===== src/rtl/uart_pkg.sv =====
// ---------------------------------------------------------------------------
// uart_pkg
// Shared UART definitions used by both the TX and RX sides.
//   - 3-bit FSM state encodings and the state enum built from them
//   - parity-type constants (PAR_EVEN / PAR_ODD)
//   - default payload width for a frame
// No ports (package).
// ---------------------------------------------------------------------------
package uart_pkg;

  localparam int DEFAULT_DATA_WIDTH = 8;

  localparam logic PAR_EVEN = 1'b0;
  localparam logic PAR_ODD  = 1'b1;

  localparam logic [2:0] ST_IDLE   = 3'd0;
  localparam logic [2:0] ST_START  = 3'd1;
  localparam logic [2:0] ST_DATA   = 3'd2;
  localparam logic [2:0] ST_PARITY = 3'd3;
  localparam logic [2:0] ST_STOP   = 3'd4;

  typedef enum logic [2:0] {
    IDLE   = ST_IDLE,
    START  = ST_START,
    DATA   = ST_DATA,
    PARITY = ST_PARITY,
    STOP   = ST_STOP
  } tx_state_t;

endpackage


===== src/rtl/uart_tx_parity_calc.sv =====
// ---------------------------------------------------------------------------
// uart_tx_parity_calc
// Combinational parity generator for one frame payload.
// Ports:
//   data    [DATA_WIDTH-1:0] in  payload to protect
//   par_typ                  in  PAR_EVEN (0) or PAR_ODD (1)
//   parity                   out parity bit to place on the line
// ---------------------------------------------------------------------------
module uart_tx_parity_calc
  import uart_pkg::*;
#(
  parameter int DATA_WIDTH = DEFAULT_DATA_WIDTH
) (
  input  logic [DATA_WIDTH-1:0] data,
  input  logic                  par_typ,
  output logic                  parity
);

  // Even parity is the plain XOR reduction; odd parity is its inverse.
  assign parity = (par_typ == PAR_ODD) ? ~(^data) : (^data);

endmodule


===== src/rtl/uart_tx_core.sv =====
// ---------------------------------------------------------------------------
// uart_tx_core
// UART transmitter: one serial bit per clk edge, frame = start, DATA_WIDTH
// data bits LSB first, optional parity, stop. Line idles high.
// Ports:
//   clk                          in  bit clock
//   rst                          in  synchronous reset, active low
//   p_data   [DATA_WIDTH-1:0]    in  parallel payload
//   data_valid                   in  payload valid (only taken in IDLE)
//   par_en                       in  insert parity bit after data
//   par_typ                      in  0 = even, 1 = odd parity
//   tx_out                       out serial line (registered)
//   busy                         out frame in progress (registered)
// ---------------------------------------------------------------------------
module uart_tx_core
  import uart_pkg::*;
#(
  parameter int DATA_WIDTH = DEFAULT_DATA_WIDTH
) (
  input  logic                  clk,
  input  logic                  rst,
  input  logic [DATA_WIDTH-1:0] p_data,
  input  logic                  data_valid,
  input  logic                  par_en,
  input  logic                  par_typ,
  output logic                  tx_out,
  output logic                  busy
);

  // Counter must be at least one bit wide even for a 1-bit payload.
  localparam int CNT_W = (DATA_WIDTH > 1) ? $clog2(DATA_WIDTH) : 1;
  localparam logic [CNT_W-1:0] LAST_BIT = CNT_W'(DATA_WIDTH - 1);

  tx_state_t             state;
  logic [CNT_W-1:0]      bit_cnt;
  logic [DATA_WIDTH-1:0] shift_reg;
  logic [DATA_WIDTH-1:0] data_reg;
  logic                  par_en_reg;
  logic                  par_typ_reg;
  logic                  parity_bit;

  // Parity is taken from the captured copy so input changes mid-frame
  // cannot affect the bit that goes out.
  uart_tx_parity_calc #(
    .DATA_WIDTH(DATA_WIDTH)
  ) u_parity (
    .data    (data_reg),
    .par_typ (par_typ_reg),
    .parity  (parity_bit)
  );

  // Outputs are registered together with the state: each transition loads
  // the line value belonging to the state being entered, so tx_out always
  // shows the bit of the current state.
  always_ff @(posedge clk) begin
    if (!rst) begin
      state       <= IDLE;
      tx_out      <= 1'b1;
      busy        <= 1'b0;
      bit_cnt     <= '0;
      shift_reg   <= '0;
      data_reg    <= '0;
      par_en_reg  <= 1'b0;
      par_typ_reg <= PAR_EVEN;
    end else begin
      case (state)
        IDLE: begin
          tx_out <= 1'b1;
          busy   <= 1'b0;
          if (data_valid) begin
            data_reg    <= p_data;
            shift_reg   <= p_data;
            par_en_reg  <= par_en;
            par_typ_reg <= par_typ;
            bit_cnt     <= '0;
            state       <= START;
            tx_out      <= 1'b0;
            busy        <= 1'b1;
          end
        end

        START: begin
          state     <= DATA;
          tx_out    <= shift_reg[0];
          shift_reg <= shift_reg >> 1;
          bit_cnt   <= '0;
        end

        // bit_cnt counts the data bit currently on the line; once the last
        // one has had its cycle, move on to parity or stop.
        DATA: begin
          if (bit_cnt == LAST_BIT) begin
            bit_cnt <= '0;
            if (par_en_reg) begin
              state  <= PARITY;
              tx_out <= parity_bit;
            end else begin
              state  <= STOP;
              tx_out <= 1'b1;
            end
          end else begin
            tx_out    <= shift_reg[0];
            shift_reg <= shift_reg >> 1;
            bit_cnt   <= bit_cnt + CNT_W'(1);
          end
        end

        PARITY: begin
          state  <= STOP;
          tx_out <= 1'b1;
        end

        STOP: begin
          state  <= IDLE;
          tx_out <= 1'b1;
          busy   <= 1'b0;
        end

        default: begin
          state  <= IDLE;
          tx_out <= 1'b1;
          busy   <= 1'b0;
        end
      endcase
    end
  end

endmodule


===== config.mk =====
export PLATFORM = sky130hd
export DESIGN_NAME = uart_tx_core
export DESIGN_NICKNAME = d
export VERILOG_FILES = /design/src/rtl/uart_pkg.sv /design/src/rtl/uart_tx_parity_calc.sv /design/src/rtl/uart_tx_core.sv
export SDC_FILE = /design/constraint.sdc
export NUM_CORES = 1
export LEC_CHECK = 0
export ABC_AREA = 1
export BUFFER_PORTS_ARGS = -buffer_cell sky130_fd_sc_hd__buf_2
export CAP_MARGIN = 20
export CORE_MARGIN = 10
export CORE_UTILIZATION = 56
export DETAILED_ROUTE_END_ITERATION = 7
export MAX_ROUTING_LAYER = met4
export PLACE_DENSITY = 0.86
export SETUP_SLACK_MARGIN = 0.3
export SKIP_LAST_GASP = 1
export SYNTH_ARGS = -nofsm -noshare
export SYNTH_HDL_FRONTEND = slang
export SYNTH_SLANG_ARGS = --single-unit

===== constraint.sdc =====
create_clock -name clk -period 1.7 [get_ports clk]
set_clock_uncertainty 0.15 [all_clocks]
set_input_delay 0.34 -clock clk [delete_from_list [all_inputs] [get_ports clk]]
set_output_delay 0.34 -clock clk [all_outputs]
set_load 0.02 [all_outputs]

==> impl_metrics.tcl <==
set metrics [dict create \
    ant_nets 0 \
    first_global_vias 1182 \
    cts_tree "yes" \
    power_frac_clock_pct 10.5 \
    drt-wirelength-per-cell_microns 12.9 \
    syn_inst 173 \
    grt_usage_pct 13.5 \
    rsz0062_at_grt "yes" \
    synth_edf_count 0 \
    drtIter0Drc 40 \
    yosys.area.top_type_share_pct 41.8 \
    coreArea_sq_mm 0.00217 \
    crit_family "flip-flops" \
    die_area_sq_mm 0.00451 \
    nNetsFinal 217 \
    diodes 0 \
    finalHoldViolations 0 \
    synth_seq_cells 26 \
    drive_gt1_share_pct 35.3 \
    htreeDepth 1 \
    hold_end "data_reg[0]$_SDFFE_PN0P_" \
    syn_to_final_growth_pct 26.7 \
    synth_most_common_cell "nand2_1" \
    end_kind "flop" \
    ys_seq_area_share_pct 41.8 \
    grt_max_degree 20 \
    hpwl_mm 2.05 \
    rows 17 \
    pin_count 15 \
    relSlewSlack_pct 80.1 \
    synth_area_leaders "dfxtp_1 (42%), nand2_1 (13%), o21ai_0 (7.6%)" \
    wl_mm 2.96 \
    drc_errors 0 \
    synth_nets 188 \
    reg2reg_depth 7 \
    r2r_slack_ps 220 \
    antenna_found_initial 0 \
    avgSynthCellArea_sq_um 7.20 \
    drv_cap 0 \
    leakage_nw 0.713 \
    min_from "p_data[0]" \
    combPwrFrac_pct 57.3 \
    worst_pin_slew_ps 295 \
    timing.rr.start "bit_cnt[0]$_SDFFE_PN0P_" \
    critPathKind "flop to flop" \
    grt_pass1_wl_mm 4.79 \
    cp_num_buf_inv 1 \
    internal_power_w 0.00163 \
    path_cells "ha_2 -> ha_2 -> inv_2 -> nand2_2 -> nand2_1 -> a211oi_2 -> nand2_1" \
    grt.overflow.total 0 \
    max_freq_ghz 0.675 \
    cts_made_buffers 3 \
    dp.cells 214 \
    cp_slowest_cell "dfxtp_2" \
    root_buffer "clkbuf_4" \
    syn_area_sq_mm 0.00124 \
    final_cell_count_no_fill 229 \
    final.period_utilization_pct 87.1 \
    critPathMaxStageDelay_ps 360 \
    critPathLaunchType "flop" \
    slew_violations 0 \
    initial_core_util_pct 57.4 \
    ys_types 24 \
    hold_depth 3 \
    post-route-util_pct 72.7 \
    tns_ps 0 \
    p_seq_share_pct 32.2 \
    gp_congestion 0.871 \
    worstPathArrival_ps 1560 \
    status "complete, no violations" \
    worstSkewPairLatency_ps 320 \
    worst-path-stages 7 \
    cts_max_path_buffers 2 \
    required_ps 1770 \
    p_switching_w 0.00135 \
    path_clk_slew_ps 130 \
    synth_area_leader_cell "dfxtp_1" \
    yosys_warnings 0 \
    p_sw_share_pct 45.4 \
    hold_buffers 0 \
    ys.flop_type "dfxtp_1" \
    drtPass1Iterations 4 \
    dr_total_vias 1168 \
    setup_viol 0 \
    vias_per_cell 5.10 \
    power.density_mw_per_mm2 1890 \
    numPortBuffers 14 \
    worstSetupStartpoint "bit_cnt[0]$_SDFFE_PN0P_" \
    path_max_fanout 3 \
    num-fill-cells 176 \
    clock-sinks 26 \
    die_x_microns 67.2 \
    holdCritPathClass "input port to flop" \
    synth_common_cells "nand2_1 (42), dfxtp_1 (26), o21ai_0 (19)" \
    period_minus_slack_ps 1480 \
    synthArstFlopShare_pct 0 \
    rr_endpoint "tx_out$_SDFF_PN1_" \
    die_h_microns 67.2 \
    peakVddDrop_mv 1.29 \
]
## layout make-up
| class | count | area [sq um] | share of cell area [%] |
|---|---|---|---|
| clock buffers | 4 | 36.3 | 2.30 |
| inverters | 21 | 93.8 | 5.95 |
| multi-input cells | 123 | 706 | 44.7 |
| flip-flops and latches | 26 | 532 | 33.7 |
| well taps | 28 | 35.0 | 2.22 |
| repair buffers | 27 | 175 | 11.1 |
## how the worst max path moves through the flow
stage	to	slack, ps
floorplan	shift_reg[0]$_SDFFE_PN0P_	310
global placement	shift_reg[1]$_SDFFE_PN0P_	200
detailed placement	shift_reg[3]$_SDFFE_PN0P_	140
CTS	shift_reg[5]$_SDFFE_PN0P_	240
global route	shift_reg[2]$_SDFFE_PN0P_	130
finish	tx_out$_SDFF_PN1_	220
## metrics by stage
stage	setup WS (ps)	hold WS (ps)	cell area (sq um)	power, W
floorplan	307	293	1240	0.00198
CTS	241	117	1480	0.00275
finish	219	122	1580	0.00298
detailed placement	141	308	1340	0.00219
global route	131	107	1580	0.00321
global placement	205	302	1340	0.00213
## cells by family (layout without fill, tap and decap cells)
family                     Yosys count  in the layout  share of synthesized area (%)
buffers and inverters               24             52                           8.84
and+or+nand+nor                     85             85                           32.4
xor gates and xnor gates             1              1                          0.704
AOI/OAI and AO/OA                   35             35                           14.3
adders and majority gates            2              2                           2.01
DFF                                 26             26                           41.8
## power groups by stage
stage	sequential [W]	clock (W)	combinational [W]
finish	0.000961	0.000312	0.00171
global route	0.000983	0.000338	0.00189
global placement	0.000919	0	0.00121
floorplan	0.000928	0	0.00105
detailed placement	0.000929	0	0.00126
CTS	0.000952	0.000316	0.00148
## repair_timing
action                                 4_1_cts  5_1_grt
gates resized for setup                     21       33
pin swaps                                    7        4
buffers inserted                             7        4
setup endpoints to repair                   22       25
endpoints found under the hold margin        0        0
## worst min-delay path: cells and delay by family
| kind | cells | cell delay (ps) |
|---|---|---|
| buffers and inverters | 1 | 100 |
| and+or+nand+nor | 2 | 130 |
## layer usage
metal / global-route usage [%] / share of wire [%] / wire length [microns] / vias up
met1: 14.2 / 41 / 1220 / 522
met2: 23.6 / 54 / 1590 / 30
li1: - / - / - / 614
met5: - / 0 / 0 / -
met3: 2.98 / 4.3 / 126 / 2
met4: 5.90 / 0.84 / 25 / 0
## placed cells by master (no fill, tap or decap)
master,n
or2_1,1
inv_8,1
o21ai_1,6
ha_2,2
nor2_1,12
inv_4,1
buf_6,2
o21ai_2,7
nor2_2,4
nand3b_1,1
a211oi_2,1
inv_2,3
buf_4,11
nor3_1,2
nand3_1,12
dfxtp_2,3
clkbuf_8,1
inv_6,1
xnor2_1,1
clkinv_1,1
nor2_8,1
buf_2,14
clkbuf_4,3
nand2_4,2
nand2_2,3
o21ai_0,6
dfxtp_1,21
a21oi_2,2
nand2_1,40
a21oi_1,13
dfxtp_4,2
inv_1,14
nand3_4,1
nor2_4,6
(Power assumes the default switching activity.)
